**src/rtl/bus_arbiter_rr_if.sv**
```systemverilog
// bus_arbiter_rr_if: station request/grant and result-bus bundle for bus_arbiter_rr
interface bus_arbiter_rr_if #(
  parameter int SIZE = 32,
  parameter int STATION_COUNT = 4,
  parameter int BUS_COUNT = 2
) ();
  localparam int STATION_INDEX_SIZE = $clog2(STATION_COUNT);
  logic [STATION_COUNT-1:0]                    station_ready_flat;
  logic [STATION_COUNT*SIZE-1:0]               station_value_flat;
  logic [STATION_COUNT-1:0]                    station_granted_flat;
  logic [BUS_COUNT-1:0]                        bus_asserted_flat;
  logic [BUS_COUNT*STATION_INDEX_SIZE-1:0]     bus_source_flat;
  logic [BUS_COUNT*SIZE-1:0]                   bus_value_flat;
  modport master (
    output station_ready_flat, station_value_flat,
    input  station_granted_flat, bus_asserted_flat, bus_source_flat, bus_value_flat
  );
  modport slave (
    input  station_ready_flat, station_value_flat,
    output station_granted_flat, bus_asserted_flat, bus_source_flat, bus_value_flat
  );
endinterface

```
**src/rtl/bus_arbiter_rr.sv**
```systemverilog
// bus_arbiter_rr: assigns up to BUS_COUNT requesting stations per cycle to result buses.
// Define BUS_ARBITER_RR_ROTATE_EN for round-robin priority; otherwise lowest index wins.
module bus_arbiter_rr #(
  parameter int SIZE = 32,
  parameter int STATION_COUNT = 4,
  parameter int BUS_COUNT = 2
) (
  input logic           clock,
  input logic           reset_n,
  bus_arbiter_rr_if.slave bus
);
  localparam int STATION_INDEX_SIZE = $clog2(STATION_COUNT);
  logic [STATION_INDEX_SIZE-1:0]           ptr_q, ptr_d;
  logic [STATION_COUNT-1:0]                granted_q, granted_d, eligible;
  logic [BUS_COUNT-1:0]                    asserted_q, asserted_d;
  logic [BUS_COUNT*STATION_INDEX_SIZE-1:0] source_q, source_d;
  logic [BUS_COUNT*SIZE-1:0]               value_q, value_d;
  int idx, cnt;
  // a station granted last cycle may still show ready; mask it to avoid a double grant
  assign eligible = bus.station_ready_flat & ~granted_q;
  always_comb begin
    granted_d  = '0;
    asserted_d = '0;
    source_d   = '0;
    value_d    = '0;
`ifdef BUS_ARBITER_RR_ROTATE_EN
    ptr_d      = ptr_q;
`else
    ptr_d      = '0;
`endif
    idx        = 0;
    cnt        = 0;
    for (int o = 0; o < STATION_COUNT; o++) begin
      idx = int'(ptr_q) + o;
      idx = idx >= STATION_COUNT ? idx - STATION_COUNT : idx;
      if (eligible[idx] && cnt < BUS_COUNT) begin
        granted_d[idx] = 1'b1;
        asserted_d[cnt] = 1'b1;
        source_d[cnt*STATION_INDEX_SIZE +: STATION_INDEX_SIZE] = STATION_INDEX_SIZE'(idx);
        value_d[cnt*SIZE +: SIZE] = bus.station_value_flat[idx*SIZE +: SIZE];
`ifdef BUS_ARBITER_RR_ROTATE_EN
        ptr_d = idx == STATION_COUNT - 1 ? '0 : STATION_INDEX_SIZE'(idx + 1);
`endif
        cnt++;
      end
    end
  end
  always_ff @(posedge clock or negedge reset_n) begin
    if (!reset_n) begin
      ptr_q      <= '0;
      granted_q  <= '0;
      asserted_q <= '0;
      source_q   <= '0;
      value_q    <= '0;
    end else begin
      ptr_q      <= ptr_d;
      granted_q  <= granted_d;
      asserted_q <= asserted_d;
      source_q   <= source_d;
      value_q    <= value_d;
    end
  end
  assign bus.station_granted_flat = granted_q;
  assign bus.bus_asserted_flat    = asserted_q;
  assign bus.bus_source_flat      = source_q;
  assign bus.bus_value_flat       = value_q;
endmodule

```
**src/flat_wrapper.sv**
```systemverilog
// flat-port wrapper written by rule: the top's interface ports become plain ports
module bus_arbiter_rr_flat 
#(
  parameter int SIZE = 32,
  parameter int STATION_COUNT = 4,
  parameter int BUS_COUNT = 2
)
  (clock, reset_n, bus_station_ready_flat, bus_station_value_flat, bus_station_granted_flat, bus_bus_asserted_flat, bus_bus_source_flat, bus_bus_value_flat);
  bus_arbiter_rr_if #(.SIZE(SIZE), .STATION_COUNT(STATION_COUNT), .BUS_COUNT(BUS_COUNT)) bus_i ();
  input logic clock;
  input logic reset_n;
  input wire logic [$bits(bus_i.station_ready_flat)-1:0] bus_station_ready_flat;
  input wire logic [$bits(bus_i.station_value_flat)-1:0] bus_station_value_flat;
  output wire logic [$bits(bus_i.station_granted_flat)-1:0] bus_station_granted_flat;
  output wire logic [$bits(bus_i.bus_asserted_flat)-1:0] bus_bus_asserted_flat;
  output wire logic [$bits(bus_i.bus_source_flat)-1:0] bus_bus_source_flat;
  output wire logic [$bits(bus_i.bus_value_flat)-1:0] bus_bus_value_flat;
  assign bus_i.station_ready_flat = bus_station_ready_flat;
  assign bus_i.station_value_flat = bus_station_value_flat;
  assign bus_station_granted_flat = bus_i.station_granted_flat;
  assign bus_bus_asserted_flat = bus_i.bus_asserted_flat;
  assign bus_bus_source_flat = bus_i.bus_source_flat;
  assign bus_bus_value_flat = bus_i.bus_value_flat;
  bus_arbiter_rr #(.SIZE(SIZE), .STATION_COUNT(STATION_COUNT), .BUS_COUNT(BUS_COUNT)) u_core (.clock(clock), .reset_n(reset_n), .bus(bus_i));
endmodule
```
**config.mk**
```make
export PLATFORM = sky130hd
export DESIGN_NAME = bus_arbiter_rr_flat
export DESIGN_NICKNAME = d
export VERILOG_FILES = /design/src/rtl/bus_arbiter_rr_if.sv /design/src/rtl/bus_arbiter_rr.sv /design/src/flat_wrapper.sv
export SDC_FILE = /design/constraint.sdc
export NUM_CORES = 1
export LEC_CHECK = 0
export ABC_AREA = 1
export BUFFER_PORTS_ARGS = -buffer_cell sky130_fd_sc_hd__buf_2
export CAP_MARGIN = 15
export CELL_PAD_IN_SITES_DETAIL_PLACEMENT = 1
export CELL_PAD_IN_SITES_GLOBAL_PLACEMENT = 1
export CORE_MARGIN = 2
export CORE_UTILIZATION = 34
export CTS_BUF_LIST = sky130_fd_sc_hd__clkbuf_4
export CTS_CLUSTER_SIZE = 8
export DETAILED_ROUTE_END_ITERATION = 12
export PLACE_DENSITY = 0.95
export SLEW_MARGIN = 20
export SYNTH_ARGS = -nofsm -noshare
export SYNTH_HDL_FRONTEND = slang
export SYNTH_SLANG_ARGS = --single-unit
```
**constraint.sdc**
```tcl
create_clock -name clock -period 4.1 [get_ports clock]
set_clock_uncertainty 0.15 [all_clocks]
set_input_delay 0.41 -clock clock [delete_from_list [all_inputs] [get_ports clock]]
set_output_delay 0.41 -clock clock [all_outputs]
set_load 0.01 [all_outputs]
```
==> results of run 1 <==
## worst max-delay path: cells and delay by family (launching register included)
kind                     cells  cell delay [ns]
AND/OR/NAND/NOR              9             1.99
adder cells (fa/ha/maj)      2             0.49
flip-flops                   1             0.46
buffers and inverters        4             0.27
## worst max path at each step
stage | cells past startpoint | startpoint | end
2_1_floorplan | 17 | u_core.bus.station_granted_flat[0]$_DFF_PN0_ | u_core.bus.bus_value_flat[25]$_DFF_PN0_
3_3_place_gp | 14 | bus_station_ready_flat[2] | u_core.bus.bus_value_flat[0]$_DFF_PN0_
3_5_place_dp | 15 | bus_station_ready_flat[1] | u_core.bus.bus_value_flat[32]$_DFF_PN0_
4_1_cts | 15 | u_core.bus.station_granted_flat[0]$_DFF_PN0_ | u_core.bus.bus_value_flat[41]$_DFF_PN0_
6_report | 15 | u_core.bus.station_granted_flat[0]$_DFF_PN0_ | u_core.bus.bus_value_flat[41]$_DFF_PN0_
5_1_grt | 15 | u_core.bus.station_granted_flat[1]$_DFF_PN0_ | u_core.bus.bus_value_flat[41]$_DFF_PN0_
## cells by family after synthesis
family                   share of synthesized area
adder cells (fa/ha/maj)                   0.004969
buffers and inverters                       0.1143
AO/OA/AOI/OAI                              0.03727
flip-flops                                  0.3678
other                                    0.0007448
AND/OR/NAND/NOR                             0.4749
## synth_stat cells (all sizes together)
library cell,instances
a21oi,32
buf,35
clkbuf,27
conb,1
dfrtp,74
ha,2
inv,76
nand2,268
nand3,103
nand4,64
nor2,102
o21ai,4
o21bai,1
or2,1
## layer usage
metal,routed length [µm],up-vias
met4,547,0
met2,10070,265
li1,-,2864
met5,0,-
met1,8800,2876
met3,1377,41
## layout make-up
type,instances,area share
multi-input combinational,578,0.4178
sequential,74,0.2953
timing repair buffer,222,0.1840
inverter,76,0.04549
tap,184,0.03671
clock buffer,9,0.01077
clock inverter,7,0.009577
antenna,1,0.0003990
## flip-flops by register name, summed over array words and instances, names as in the netlist
| name | cells |
|---|---|
| u_core.bus.bus_value_flat | 64 |
| u_core.bus.station_granted_flat | 4 |
| u_core.bus.bus_asserted_flat | 2 |
| u_core.bus.bus_source_flat | 4 |
## power by group through the flow
stage | logic [W] | registers (W) | clock network, W
floorplan | 0.000362 | 0.000880 | 0
global placement | 0.000689 | 0.000843 | 0
detailed placement | 0.000707 | 0.000843 | 0
CTS | 0.000710 | 0.000830 | 0.000490
global route | 0.000780 | 0.000837 | 0.000518
finish | 0.000712 | 0.000829 | 0.000475
## through the flow
stage	setup WS, ns	total power [W]	utilization
after floorplan	0.8476	0.001242	-
after global placement	0.7448	0.001533	0.4234
after detailed placement	0.6896	0.001550	0.4234
after CTS	0.6872	0.002030	0.4329
after global routing	0.3716	0.002135	0.4331
final	0.6750	0.002016	0.4331
==> metrics.csv, run 1 <==
metric;value;unit
Die Ht;125.7;µm
Syn Area/Cell;6.373;µm²
Max Clock Freq;0.2920;GHz
synth warn;0;
non-filler cells, final;1151;
P_leak;3.744;nW
Core ar.;14480;µm²
Routed WL;20790;µm
Hold Crit Depth;3;
CTS Buffer Depth;2;
clock sinks;74;
area grow syn2layout;24.55;%
CTS clk-pin slew, worst paths;0.14;ns
Clk network pwr share;0.236;
CTS resizes;0;
max-cap violations;0;
initial antenna violation count;1;
Worst path max stage delay;0.71;ns
final period utilization;0.8354;
CP dominant cell by count;nand2_1;
Final Net Count;1097;
post-CTS setup buffers;0;
final instance area;6271;µm²
Routed wire per std cell;18.06;µm
Starting Density;0.3477;
drt pass-1 iters;5;
routed vias/inst;5.253;
post-synth top area share;0.3678;
CTS tree;built;
Final Hold Fails;0;
gr busiest metal;met2;
multi-input logic area;2620;µm²
Crit Reg-Reg Startpoint;u_core.bus.station_granted_flat[0]$_DFF_PN0_;
Hold EP;u_core.bus.bus_value_flat[21]$_DFF_PN0_;
P_sw;0.0008223;W
GRT overflow;0;
post-synthesis sequential area ratio;0.3678;
Clk Tree Root Cell;clkbuf_4;
startpoint types;register;
commonest non-fill, non-tap cell in the layout;nand2_1;
grt met3 use;0.04291;
WHS;0.05049;ns
DR iter-0 viols;458;
Post-Syn Area;5035;µm²
Setup TNS Final;0;ns
Max rail drop VDD;0.0001221;V
register area;1852;µm²
r2r worst-path depth;15;
Min-Delay Startpoint;bus_station_value_flat[117];
die area;15800;µm²
number of library cell types mapped by synthesis;24;
Critical Path RT;4.36;ns
routed vias;6046;
Detail Placement HPWL;13550;µm
Rel. slew slack;0.3073;
vias in the first global route;6169;
worst path cell trace;inv_2, nand2_1, ha_1, inv_1, nand3_1, nand2_4, inv_2, nand3_1, ha_1, nand2_1, nor2_4, nand3_4, nand2_1, nand2_1, inv_1;
arrival time worst endpoint;3.69;ns
Comb pwr share;0.353;
Post-Syn Instances;790;
reg2reg end;u_core.bus.bus_value_flat[41]$_DFF_PN0_;
clock latency on the worst-skew pair;0.46;ns
Die Width;125.7;µm
largest net degree at the start of global routing;67;
met2 global-route usage;0.4401;
endpoints failing setup;0;
CP Max Fanout;33;
Placer Congestion;0.8053;
DRC violations left;0;
TritonCTS Buffers;9;
Worst Tran Pin Value;1.033;ns
sequential power share;0.411;
RSZ-0062 raised after global routing;no;
FF-to-FF setup slack;0.67;ns
leading area contributor after synthesis;dfrtp_1;
Slowest-stage cell, CP;nor2_4;
Final ANT Viol Nets;0;
crit end category;register;
syn nets;926;
global-route wire length before repair;32730;µm
IO Port Bufs;207;
most frequent cells in the layout;nand2_1 (263), buf_2 (206), nand3_1 (101), nor2_1 (96), dfrtp_1 (74);
Int Power;0.001194;W
IO Count;208;
Placed Area;6131;µm²
gr usage total;0.2627;
Fill cells;2006;
Hold Path Class;in2reg;
GR Util met1;0.3377;
FP Rows;44;
status;finished clean;
Power Density;321.5;nW/µm²
share of layout cells above drive strength 1;0.2629;
sw frac;0.4078;
Period minus WS final;3.425;ns
post-synthesis register bit count;74;
H-tree levels;3;
Hold Buf Count CTS;1;
Synth area leaders;dfrtp_1 (37%), nand2_1 (20%), nand3_1 (10%);
Slew Viols, Final;0;
WS Path Type;reg2reg;
Placed Cells;1133;
(Power assumes the default switching activity.)
==> inputs of run 2 (changes only) <==
Clock period 4.1 ns to 3.3 ns, I/O delays scaled along.
==> metrics.csv, run 2 (synthesis results as in run 1) <==
metric;value;unit;change
Detail Placement HPWL;14310;µm;was 13550 µm
Crit Reg-Reg Startpoint;u_core.bus.station_granted_flat[1]$_DFF_PN0_;;was u_core.bus.station_granted_flat[0]$_DFF_PN0_
IO Count;208;;unchanged
Period minus WS final;3.148;ns;was 3.425 ns
register area;1852;µm²;unchanged
Rel. slew slack;0.3666;;was 0.3073
Fill cells;1973;;was 2006
share of layout cells above drive strength 1;0.2549;;was 0.2629
CP Max Fanout;33;;unchanged
Routed WL;23490;µm;was 20790 µm
routed vias/inst;5.406;;was 5.253
Worst Tran Pin Value;0.9479;ns;was 1.033 ns
Clk Tree Root Cell;clkbuf_4;;unchanged
WHS;0.03159;ns;was 0.05049 ns
drt pass-1 iters;6;;was 5
Power Density;374.0;nW/µm²;was 321.5 nW/µm²
Slowest-stage cell, CP;dfrtp_1;;was nor2_4
Max Clock Freq;0.3177;GHz;was 0.2920 GHz
CTS tree;built;;unchanged
WS Path Type;reg2reg;;unchanged
Starting Density;0.3477;;unchanged
Comb pwr share;0.384;;was 0.353
vias in the first global route;6903;;was 6169
endpoints failing setup;0;;unchanged
Min-Delay Startpoint;bus_station_value_flat[15];;was bus_station_value_flat[117]
most frequent cells in the layout;nand2_1 (263), buf_2 (206), nand3_1 (101), nor2_1 (96), dfrtp_1 (74);;unchanged
arrival time worst endpoint;3.35;ns;was 3.69 ns
gr usage total;0.2951;;was 0.2627
largest net degree at the start of global routing;75;;was 67
routed vias;6514;;was 6046
worst path cell trace;inv_2, nand2_2, ha_1, inv_1, nand3_1, nand2_4, inv_2, nand3_1, ha_1, or2_2, nor2_4, nand3_4, nand2_1, nand2_1;;was inv_2, nand2_1, ha_1, inv_1, nand3_1, nand2_4, inv_2, nand3_1, ha_1, nand2_1, nor2_4, nand3_4, nand2_1, nand2_1, inv_1
sequential power share;0.405;;was 0.411
FP Rows;44;;unchanged
Die Ht;125.7;µm;unchanged
clock latency on the worst-skew pair;0.48;ns;was 0.46 ns
Core ar.;14480;µm²;unchanged
die area;15800;µm²;unchanged
Slew Viols, Final;0;;unchanged
Final Hold Fails;0;;unchanged
Critical Path RT;3.50;ns;was 4.36 ns
Final WS setup;0.1519;ns;was 0.6750 ns
Hold EP;u_core.bus.bus_value_flat[15]$_DFF_PN0_;;was u_core.bus.bus_value_flat[21]$_DFF_PN0_
r2r worst-path depth;14;;was 15
Hold Crit Depth;5;;was 3
multi-input logic area;2620;µm²;unchanged
Max rail drop VDD;0.0001977;V;was 0.0001221 V
Final ANT Viol Nets;0;;unchanged
DR iter-0 viols;510;;was 458
Die Width;125.7;µm;unchanged
H-tree levels;3;;unchanged
global-route wire length before repair;36670;µm;was 32730 µm
commonest non-fill, non-tap cell in the layout;nand2_1;;unchanged
Hold Path Class;in2reg;;unchanged
CTS clk-pin slew, worst paths;0.13;ns;was 0.14 ns
max reg flops;64;;unchanged
crit end category;register;;unchanged
IO Port Bufs;207;;unchanged
pre-CTS setup slack;0.2154;ns;was 0.6896 ns
startpoint types;register;;unchanged
Routed wire per std cell;19.49;µm;was 18.06 µm
status;finished clean;;unchanged
P_leak;3.994;nW;was 3.744 nW
TritonCTS Buffers;9;;unchanged
Clk network pwr share;0.211;;was 0.236
CTS Buffer Depth;2;;unchanged
Worst path max stage delay;0.45;ns;was 0.71 ns
Int Power;0.001491;W;was 0.001194 W
max-cap violations;0;;unchanged
P_sw;0.001056;W;was 0.0008223 W
Final Net Count;1151;;was 1097
RSZ-0062 raised after global routing;yes;;was no
Placer Congestion;0.8271;;was 0.8053
final period utilization;0.9540;;was 0.8354
initial antenna violation count;2;;was 1
GRT overflow;0;;unchanged
clock sinks;74;;unchanged
area grow syn2layout;35.26;%;was 24.55%
sw frac;0.4147;;was 0.4078
CTS resizes;0;;unchanged
FF-to-FF setup slack;0.15;ns;was 0.67 ns
reg2reg end;u_core.bus.bus_value_flat[13]$_DFF_PN0_;;was u_core.bus.bus_value_flat[41]$_DFF_PN0_
DRC violations left;0;;unchanged
-- run 2: cell types whose count changed in the layout (fill, tap and decap cells not counted), sizes merged --
cell,change
clkbuf,+3
clkinv,-2
bufinv,-1
buf,+6
clkinvlp,-1
dlygate4sd3,+48
inv,+1
-- run 2: what timing repair did --
action	4_1_cts	5_1_grt
hold buffers	49	0
setup endpoints to repair	0	10
hold endpoints to repair	112	0
buffers inserted	0	0
-- run 2: worst max-delay path by stage --
stage | to | slack (ns) | cells past startpoint | startpoint
after floorplan | u_core.bus.bus_value_flat[25]$_DFF_PN0_ | 0.05 | 17 | u_core.bus.station_granted_flat[0]$_DFF_PN0_
after global placement | u_core.bus.bus_value_flat[16]$_DFF_PN0_ | 0.40 | 14 | u_core.bus.station_granted_flat[0]$_DFF_PN0_
after detailed placement | u_core.bus.bus_value_flat[9]$_DFF_PN0_ | 0.22 | 14 | u_core.bus.station_granted_flat[0]$_DFF_PN0_
after CTS | u_core.bus.bus_value_flat[9]$_DFF_PN0_ | 0.18 | 14 | u_core.bus.station_granted_flat[1]$_DFF_PN0_
after global routing | u_core.bus.bus_value_flat[9]$_DFF_PN0_ | -0.06 | 14 | u_core.bus.station_granted_flat[0]$_DFF_PN0_
final | u_core.bus.bus_value_flat[13]$_DFF_PN0_ | 0.15 | 14 | u_core.bus.station_granted_flat[1]$_DFF_PN0_
-- run 2: cell type report --
| type | count | area share |
|---|---|---|
| antenna | 1 | 0.0003674 |
| multi-input combinational | 578 | 0.3847 |
| timing repair buffer | 276 | 0.2513 |
| clock inverter | 4 | 0.002756 |
| tap | 184 | 0.03380 |
| clock buffer | 12 | 0.01323 |
| inverter | 76 | 0.04189 |
| sequential | 74 | 0.2719 |
-- run 2: worst max-delay path: cells and delay by family, from the launching register on --
kind          cells  cell delay, ns
simple gates      9            1.53
flops             1            0.45
fa+ha+maj         2            0.67
buf+inv           3            0.21
-- run 2: per-stage QoR --
stage,power (W),cell area [µm²],TNS (ns),util,instances
finish,0.002547,6810,0,0.4704,1205
global route,0.002680,6810,-0.2625,0.4704,1205
CTS,0.002527,6780,0,0.4683,1203
detailed placement,0.001953,6181,0,0.4269,1138
global placement,0.001919,6181,0,0.4269,1138
floorplan,0.001544,5035,0,-,790
-- run 2: per-layer routing --
| layer | GRT usage | up-vias | wire, µm |
|---|---|---|---|
| met5 | 0 | - | 13 |
| met4 | 0.1634 | 2 | 923 |
| met3 | 0.05225 | 79 | 1604 |
| met2 | 0.5100 | 379 | 11770 |
| met1 | 0.3471 | 3090 | 9175 |
| li1 | - | 2964 | - |
-- run 2: power groups by stage --
stage / sequential [W] / clock, W / combinational (W)
4_1_cts: 0.00103 / 0.000542 / 0.000953
3_5_place_dp: 0.00105 / 0 / 0.000905
2_1_floorplan: 0.00109 / 0 / 0.000450
5_1_grt: 0.00104 / 0.000580 / 0.00106
3_3_place_gp: 0.00105 / 0 / 0.000871
6_report: 0.00103 / 0.000536 / 0.000979
